===== src/rtl/fixed_pkg.sv =====
`default_nettype none
// ============================================================================
//  Module  : fixed_pkg
//  Brief   : Shared map-coordinate types and octant flags for the ray pipeline.
//  Revision: 1.0 - initial release
// ============================================================================
package fixed_pkg;

    localparam int FIXED_COORD_W = 16;
    localparam int FIXED_LEN_W   = 16;

    typedef logic signed [FIXED_COORD_W-1:0] coord_t;
    typedef logic        [FIXED_LEN_W-1:0]   delta_t;

    typedef struct packed {
        logic flip_y;
        logic flip_x;
        logic flip_identity;
    } octant_flags_t;

    typedef enum logic [0:0] {
        ST_IDLE = 1'b0,
        ST_RUN  = 1'b1
    } walk_state_t;

endpackage
`default_nettype wire


===== src/rtl/octant_unmap.sv =====
`default_nettype none
// ============================================================================
//  Module  : octant_unmap
//  Brief   : Maps a first-octant offset (u,v) back to a signed map offset (a,b).
//  Revision: 1.0 - initial release
// ============================================================================
module octant_unmap
    import fixed_pkg::*;
#(
    parameter int COORD_W = FIXED_COORD_W,
    parameter int LEN_W   = FIXED_LEN_W
) (
    input  logic [LEN_W-1:0]          u,
    input  logic [LEN_W-1:0]          v,
    input  octant_flags_t             flags,
    output logic signed [COORD_W-1:0] a,
    output logic signed [COORD_W-1:0] b
);

    logic [COORD_W-1:0] w_u_ext;
    logic [COORD_W-1:0] w_v_ext;
    logic [COORD_W-1:0] w_a_pre;
    logic [COORD_W-1:0] w_b_pre;

    assign w_u_ext = COORD_W'(u);
    assign w_v_ext = COORD_W'(v);

    // Undo the reduction in reverse order: axis swap first, then the sign flips.
    assign w_a_pre = flags.flip_identity ? w_v_ext : w_u_ext;
    assign w_b_pre = flags.flip_identity ? w_u_ext : w_v_ext;

    assign a = flags.flip_x ? $signed(-w_a_pre) : $signed(w_a_pre);
    assign b = flags.flip_y ? $signed(-w_b_pre) : $signed(w_b_pre);

endmodule
`default_nettype wire


===== src/rtl/bresenham_walker.sv =====
`default_nettype none
// ============================================================================
//  Module  : bresenham_walker
//  Brief   : One-cell-per-cycle Bresenham walker with octant unfolding.
//            Define BRESENHAM_SKIP_ORIGIN_EN to suppress the start cell.
//  Revision: 1.0 - initial release
// ============================================================================
module bresenham_walker
    import fixed_pkg::*;
#(
    parameter int COORD_W = FIXED_COORD_W,
    parameter int LEN_W   = FIXED_LEN_W
) (
    input  logic               clk,
    input  logic               rst_n,
    input  logic               in_valid,
    output logic               in_ready,
    input  logic [COORD_W-1:0] x0,
    input  logic [COORD_W-1:0] y0,
    input  logic [LEN_W-1:0]   dx,
    input  logic [LEN_W-1:0]   dy,
    input  logic               flip_y,
    input  logic               flip_x,
    input  logic               flip_identity,
    output logic               out_valid,
    input  logic               out_ready,
    output logic [COORD_W-1:0] cell_x,
    output logic [COORD_W-1:0] cell_y,
    output logic               cell_last,
    output logic               busy
);

    localparam int E_W = LEN_W + 2;

`ifdef BRESENHAM_SKIP_ORIGIN_EN
    localparam logic c_SKIP_ORIGIN = 1'b1;
`else
    localparam logic c_SKIP_ORIGIN = 1'b0;
`endif

    walk_state_t          r_state;
    walk_state_t          w_state_next;
    logic [COORD_W-1:0]   r_x0;
    logic [COORD_W-1:0]   r_y0;
    octant_flags_t        r_flags;
    logic [LEN_W-1:0]     r_dx;
    logic [LEN_W-1:0]     r_dy;
    logic [LEN_W-1:0]     r_u;
    logic [LEN_W-1:0]     r_v;
    logic signed [E_W-1:0] r_e;
    logic [COORD_W-1:0]   r_cell_x;
    logic [COORD_W-1:0]   r_cell_y;
    logic                 r_cell_last;

    logic                 w_load;
    logic                 w_enter;
    logic                 w_take;
    logic                 w_adv;
    logic                 w_done;
    logic                 w_do_step;
    logic                 w_e_pos;
    logic [LEN_W-1:0]     w_dy_in_eff;
    octant_flags_t        w_in_flags;
    octant_flags_t        w_sel_flags;
    logic [COORD_W-1:0]   w_sel_x0;
    logic [COORD_W-1:0]   w_sel_y0;
    logic [LEN_W-1:0]     w_sel_dx;
    logic [LEN_W-1:0]     w_sel_dy;
    logic [LEN_W-1:0]     w_sel_u;
    logic [LEN_W-1:0]     w_sel_v;
    logic signed [E_W-1:0] w_sel_e;
    logic signed [E_W-1:0] w_two_dy;
    logic signed [E_W-1:0] w_two_dx;
    logic signed [E_W-1:0] w_step_e;
    logic [LEN_W-1:0]     w_new_u;
    logic [LEN_W-1:0]     w_new_v;
    logic signed [E_W-1:0] w_new_e;
    logic                 w_new_last;
    logic signed [COORD_W-1:0] w_a;
    logic signed [COORD_W-1:0] w_b;

    assign in_ready  = (r_state == ST_IDLE);
    assign busy      = ~in_ready;
    assign out_valid = (r_state == ST_RUN);
    assign cell_x    = r_cell_x;
    assign cell_y    = r_cell_y;
    assign cell_last = r_cell_last;

    assign w_load  = in_valid && in_ready;
    // With the origin suppressed a zero-length segment has nothing to emit.
    assign w_enter = w_load && !(c_SKIP_ORIGIN && (dx == '0));
    assign w_take  = out_valid && out_ready;
    assign w_adv   = w_take && !r_cell_last;
    assign w_done  = w_take && r_cell_last;

    assign w_dy_in_eff = (dy > dx) ? dx : dy;
    assign w_in_flags  = '{flip_y: flip_y, flip_x: flip_x, flip_identity: flip_identity};

    // A fresh segment and an advancing one share a single step/unmap datapath.
    assign w_sel_flags = w_load ? w_in_flags  : r_flags;
    assign w_sel_x0    = w_load ? x0          : r_x0;
    assign w_sel_y0    = w_load ? y0          : r_y0;
    assign w_sel_dx    = w_load ? dx          : r_dx;
    assign w_sel_dy    = w_load ? w_dy_in_eff : r_dy;
    assign w_sel_u     = w_load ? '0          : r_u;
    assign w_sel_v     = w_load ? '0          : r_v;
    assign w_sel_e     = w_load ? ($signed({1'b0, w_dy_in_eff, 1'b0}) - $signed({2'b00, dx}))
                                : r_e;

    assign w_two_dy  = $signed({1'b0, w_sel_dy, 1'b0});
    assign w_two_dx  = $signed({1'b0, w_sel_dx, 1'b0});
    assign w_e_pos   = !w_sel_e[E_W-1] && (w_sel_e != '0);
    assign w_step_e  = w_e_pos ? (w_sel_e + w_two_dy - w_two_dx) : (w_sel_e + w_two_dy);
    assign w_do_step = w_adv || (w_load && c_SKIP_ORIGIN);

    assign w_new_u    = w_do_step ? (w_sel_u + LEN_W'(1)) : w_sel_u;
    assign w_new_v    = (w_do_step && w_e_pos) ? (w_sel_v + LEN_W'(1)) : w_sel_v;
    assign w_new_e    = w_do_step ? w_step_e : w_sel_e;
    assign w_new_last = (w_new_u == w_sel_dx);

    octant_unmap #(
        .COORD_W (COORD_W),
        .LEN_W   (LEN_W)
    ) u_unmap (
        .u     (w_new_u),
        .v     (w_new_v),
        .flags (w_sel_flags),
        .a     (w_a),
        .b     (w_b)
    );

    always_comb begin
        w_state_next = r_state;
        case (r_state)
            ST_IDLE: if (w_enter) w_state_next = ST_RUN;
            ST_RUN:  if (w_done)  w_state_next = ST_IDLE;
            default: w_state_next = ST_IDLE;
        endcase
    end

    always_ff @(posedge clk) begin
        if (!rst_n) begin
            r_state     <= ST_IDLE;
            r_x0        <= '0;
            r_y0        <= '0;
            r_flags     <= '0;
            r_dx        <= '0;
            r_dy        <= '0;
            r_u         <= '0;
            r_v         <= '0;
            r_e         <= '0;
            r_cell_x    <= '0;
            r_cell_y    <= '0;
            r_cell_last <= 1'b0;
        end else begin
            r_state <= w_state_next;
            if (w_load || w_adv) begin
                r_x0        <= w_sel_x0;
                r_y0        <= w_sel_y0;
                r_flags     <= w_sel_flags;
                r_dx        <= w_sel_dx;
                r_dy        <= w_sel_dy;
                r_u         <= w_new_u;
                r_v         <= w_new_v;
                r_e         <= w_new_e;
                r_cell_x    <= w_sel_x0 + w_a;
                r_cell_y    <= w_sel_y0 + w_b;
                r_cell_last <= w_new_last;
            end
        end
    end

endmodule
`default_nettype wire


===== config.mk =====
export PLATFORM = sky130hd
export DESIGN_NAME = bresenham_walker
export DESIGN_NICKNAME = d
export VERILOG_FILES = /design/src/rtl/fixed_pkg.sv /design/src/rtl/octant_unmap.sv /design/src/rtl/bresenham_walker.sv
export SDC_FILE = /design/constraint.sdc
export NUM_CORES = 1
export LEC_CHECK = 0
export BUFFER_PORTS_ARGS = -buffer_cell sky130_fd_sc_hd__buf_2
export CAP_MARGIN = 0
export CELL_PAD_IN_SITES_DETAIL_PLACEMENT = 0
export CELL_PAD_IN_SITES_GLOBAL_PLACEMENT = 2
export CORE_ASPECT_RATIO = 1.4
export CORE_MARGIN = 2
export CORE_UTILIZATION = 29
export DETAILED_ROUTE_END_ITERATION = 7
export PLACE_DENSITY = 0.66
export SYNTH_ARGS = -nofsm -noshare
export SYNTH_HDL_FRONTEND = slang
export SYNTH_HIERARCHICAL = 1
export SYNTH_SLANG_ARGS = --single-unit

===== constraint.sdc =====
create_clock -name clk -period 11.7 [get_ports clk]
set_input_delay 0.585 -clock clk [delete_from_list [all_inputs] [get_ports clk]]
set_output_delay 0.585 -clock clk [all_outputs]
set_load 0.1 [all_outputs]

==> flow_results.xml <==
<?xml version="1.0" encoding="UTF-8"?>
<metrics>
  <group name="status">
    <metric name="outcome" unit="">complete, no violations</metric>
  </group>
  <group name="floorplan">
    <metric name="core_area" unit="sq mm">0.0430</metric>
    <metric name="dieWidth" unit="um">180</metric>
    <metric name="floorplan.rows" unit="">90</metric>
    <metric name="initial_core_utilization" unit="%">29.3</metric>
    <metric name="fp.dieH" unit="um">251</metric>
    <metric name="design.die.area" unit="sq mm">0.0451</metric>
    <metric name="io-pin-count" unit="">107</metric>
  </group>
  <group name="grt">
    <metric name="global_route_wire_length_before_repair" unit="mm">66.8</metric>
    <metric name="via_count_of_the_first_global_routing_pass" unit="">11900</metric>
    <metric name="grt_antenna_before_repair" unit="">0</metric>
    <metric name="groute.layer.met2.usage" unit="%">35.6</metric>
    <metric name="met3_routing_resource_usage_after_global_routing" unit="%">2.11</metric>
    <metric name="largest_net_degree_at_the_start_of_global_routing" unit="">75</metric>
    <metric name="grt.busiest_layer" unit="">met2</metric>
    <metric name="overall_routing_resource_usage" unit="%">18.9</metric>
    <metric name="overflow" unit="">0</metric>
    <metric name="use_met1" unit="%">21.2</metric>
  </group>
  <group name="timing">
    <metric name="max-slew-margin-rel" unit="%">37.1</metric>
    <metric name="layout_worst_path_cycle_share" unit="%">85.6</metric>
    <metric name="hold_viol" unit="">0</metric>
    <metric name="worstMarginPinSlew" unit="ns">0.936</metric>
    <metric name="layout_setup_ws" unit="ns">1.69</metric>
    <metric name="fmaxAchievable" unit="MHz">99.9</metric>
    <metric name="grt_setup_unrepaired" unit="">no</metric>
    <metric name="min_period" unit="ns">10.01</metric>
    <metric name="final-max-slew-violation-count" unit="">0</metric>
    <metric name="setup-violations-final" unit="">0</metric>
    <metric name="fin_setup_tns" unit="ns">0</metric>
    <metric name="setup_skew" unit="ns">0.0114</metric>
  </group>
  <group name="synthesis">
    <metric name="yosysWarningCount" unit="">6</metric>
    <metric name="synth-edff-count" unit="">0</metric>
    <metric name="share_of_the_yosys_chip_area_belonging_to_registers" unit="%">24.0</metric>
    <metric name="syn_nets" unit="">1835</metric>
    <metric name="syn-mean-instance-area" unit="sq um">7.57</metric>
    <metric name="syn_inst" unit="">1662</metric>
    <metric name="yosys.cell_types.count" unit="">83</metric>
    <metric name="synth.cell_area" unit="sq mm">0.0126</metric>
    <metric name="synth_top_area_share" unit="%">24.0</metric>
    <metric name="ys_seq_elements" unit="">151</metric>
    <metric name="post-synth-top-area-cell" unit="">dfxtp_1</metric>
    <metric name="synthTopCellsByCount" unit="">295 x nand2_1, 151 x dfxtp_1, 140 x a21oi_1</metric>
    <metric name="most_used_flip_flop_cell_after_synthesis" unit="">dfxtp_1</metric>
    <metric name="synth_async_sr_flop_share" unit="%">0</metric>
    <metric name="ys_top_cells_by_area" unit="">dfxtp_1 24%, ha_1 9.6%, nand2_1 8.8%, mux2i_1 5.6%, a21oi_1 5.6%</metric>
    <metric name="yosys.cell_count.top_type" unit="">nand2_1</metric>
  </group>
  <group name="setup_path">
    <metric name="timing.reg2reg.worst_path_depth" unit="">26</metric>
    <metric name="cp_slowest_cell" unit="">a222oi_1</metric>
    <metric name="critical_path.reg2reg.startpoint" unit="">busy</metric>
    <metric name="cell_type_group_with_the_largest_total_delay_on_the_critical_path" unit="">compound AO/OA/AOI/OAI gates</metric>
    <metric name="critPathKind" unit="">in -&gt; reg</metric>
    <metric name="r2r_slack" unit="ns">3.46</metric>
    <metric name="required" unit="ns">12.09</metric>
    <metric name="critPathLaunchType" unit="">primary input</metric>
    <metric name="critical_path_arrival" unit="ns">10.40</metric>
    <metric name="timing.critical_path.buf_inv" unit="">4</metric>
    <metric name="rr_endpoint" unit="">cell_x[15]</metric>
    <metric name="worst-path-max-fanout" unit="">23</metric>
    <metric name="critPathMaxStageDelay" unit="ns">0.60</metric>
    <metric name="cpMostUsedCell" unit="">ha_1</metric>
    <metric name="critPathCaptureType" unit="">flop</metric>
  </group>
  <group name="route">
    <metric name="via_count" unit="">11900</metric>
    <metric name="dr.pass1.iters" unit="">5</metric>
    <metric name="wirelength" unit="mm">42.5</metric>
    <metric name="post-route-drc-count" unit="">0</metric>
    <metric name="via_per_inst" unit="">5.20</metric>
    <metric name="antenna_left" unit="">0</metric>
    <metric name="dr.first_iter.drc_count" unit="">565</metric>
    <metric name="wire_length_per_cell" unit="um">18.6</metric>
  </group>
  <group name="clock_tree">
    <metric name="numCtsBuffers" unit="">17</metric>
    <metric name="post_cts_buffers" unit="">0</metric>
    <metric name="root_buffer" unit="">clkbuf_16</metric>
    <metric name="cts.sink_count" unit="">151</metric>
    <metric name="path_clk_slew" unit="ns">0.07</metric>
    <metric name="insertion_delay" unit="ns">0.47</metric>
    <metric name="tritoncts" unit="">done</metric>
    <metric name="ctsHtreeMaxLevel" unit="">4</metric>
    <metric name="clock_path_buffers" unit="">2</metric>
    <metric name="number_of_cells_upsized_or_downsized_after_cts" unit="">0</metric>
    <metric name="ctsHoldBuffers" unit="">0</metric>
  </group>
  <group name="placed_design">
    <metric name="gp_routability_congestion" unit="">0.848</metric>
    <metric name="post-place-ws" unit="ns">1.17</metric>
    <metric name="port-buffer-count" unit="">106</metric>
    <metric name="detailedPlacementHpwl" unit="mm">32.4</metric>
    <metric name="place_inst" unit="">2258</metric>
  </group>
  <group name="power_and_ir_drop">
    <metric name="vdd_ir_drop_max" unit="uV">109</metric>
    <metric name="p_per_area" unit="mW/mm^2">147</metric>
    <metric name="p_leak" unit="nW">6.08</metric>
  </group>
  <group name="job">
    <metric name="maxCapViolCount" unit="">0</metric>
  </group>
  <group name="layout">
    <metric name="nFillCells" unit="">4757</metric>
    <metric name="final_cell_count_no_fill" unit="">2290</metric>
    <metric name="finalNetCount" unit="">1898</metric>
    <metric name="syn_to_final_growth" unit="%">12.6</metric>
    <metric name="antenna_cells" unit="">0</metric>
    <metric name="post_route_cells_drive_above_1_share" unit="%">12.1</metric>
  </group>
  <group name="hold_path">
    <metric name="worstHoldEndpoint" unit="">busy</metric>
    <metric name="hold_start" unit="">out_ready</metric>
    <metric name="hold_depth" unit="">2</metric>
    <metric name="worstHoldPathType" unit="">in -&gt; reg</metric>
  </group>
</metrics>
==> cell usage in the layout, fill, tap and decap left out, types with 16 or more instances in the layout <==
cell	n
ha_1	97
or3_1	24
nand3_1	42
o21ai_0	66
o21a_1	16
nor2_1	116
buf_2	106
clkbuf_16	17
a21oi_1	140
a31oi_1	17
mux2_2	23
inv_1	59
dfxtp_1	151
a211oi_1	16
and2_1	18
nand2_1	294
a21o_1	16
and3_1	18
nor3_1	60
nand4_1	21
xor2_1	51
buf_4	19
xnor2_1	68
mux2i_1	71
==> how the worst max path moves through the flow <==
stage          startpoint          to  slack, ns  cells past startpoint
6_report            dx[1]  cell_x[15]       1.69                     35
2_1_floorplan      dx[15]  cell_x[15]       2.95                     33
3_3_place_gp        dx[1]  cell_x[15]       1.31                     35
4_1_cts             dx[1]  cell_x[15]       1.57                     35
3_5_place_dp        dx[1]  cell_x[15]       1.17                     35
5_1_grt            dx[14]  cell_x[15]       0.92                     35
==> sequential cells by signal (all words and copies together), names as in the netlist <==
register   cells
r_u           16
r_y0          16
cell_y        16
r_dx          16
r_flags        3
busy           1
cell_last      1
r_e           18
r_x0          16
cell_x        16
r_v           16
r_dy          16
==> layout make-up <==
type                            instances  area [sq um]  share of cell area [%]
Multi-Input combinational cell       1369          8990                    63.4
Sequential cell                       151          3020                    21.3
Timing Repair Buffer                  126           693                    4.89
Tap cell                              552           691                    4.87
Clock buffer                           22           474                    3.34
Inverter                               60           228                    1.61
Clock inverter                         10          77.6                   0.547
==> power by group <==
group          leakage [nW]  internal [mW]  switching [mW]
logic                  4.57          0.358           0.605
clock network         0.279          0.306           0.251
registers              1.24          0.552          0.0168
==> kinds of logic after synthesis <==
kind of cell,after synthesis,synth area share [%]
DFF,151,24.0
AOI/OAI and AO/OA,372,19.4
buffers and inverters,142,4.77
and+or+nand+nor,682,25.4
adders and majority gates,102,10.4
xor gates and xnor gates,119,8.28
muxes,94,7.70
==> metal layers <==
| metal | wire length [um] | vias up |
|---|---|---|
| li1 | - | 6053 |
| met1 | 18000 | 5614 |
| met2 | 22200 | 185 |
| met3 | 850 | 48 |
| met4 | 1480 | 0 |
| met5 | 0 | - |
==> worst register-to-register path, stage by stage, from the launching register on <==
cell	delay [ns]
dfxtp_1	0.51
nand2b_4	0.53
buf_4	0.51
buf_4	0.58
nor3b_1	0.12
a211oi_1	0.20
nand3b_1	0.15
a211o_1	0.27
or4b_4	0.56
o311ai_4	0.22
buf_4	0.31
mux2_2	0.44
mux2i_1	0.20
ha_1	0.22
or4bb_1	0.51
a222oi_1	0.60
nor2_1	0.12
xnor2_1	0.22
ha_1	0.32
and2_1	0.20
a31o_2	0.23
a211oi_1	0.35
o311ai_0	0.21
a21oi_1	0.21
xnor2_1	0.15
nand2_1	0.07
a21oi_1	0.14
==> metrics by stage <==
| step | total power, mW | utilization, % | hold slack (ns) | instance area, sq um |
|---|---|---|---|---|
| finish | 2.09 | 33.0 | 0.342 | 14200 |
| global route | 2.24 | 33.0 | 0.347 | 14200 |
| floorplan | 1.33 | - | 0.437 | 12600 |
| global placement | 1.55 | 31.7 | 0.436 | 13600 |
| CTS | 2.12 | 33.0 | 0.317 | 14200 |
| detailed placement | 1.54 | 31.7 | 0.442 | 13600 |
(Power assumes the default switching activity.)
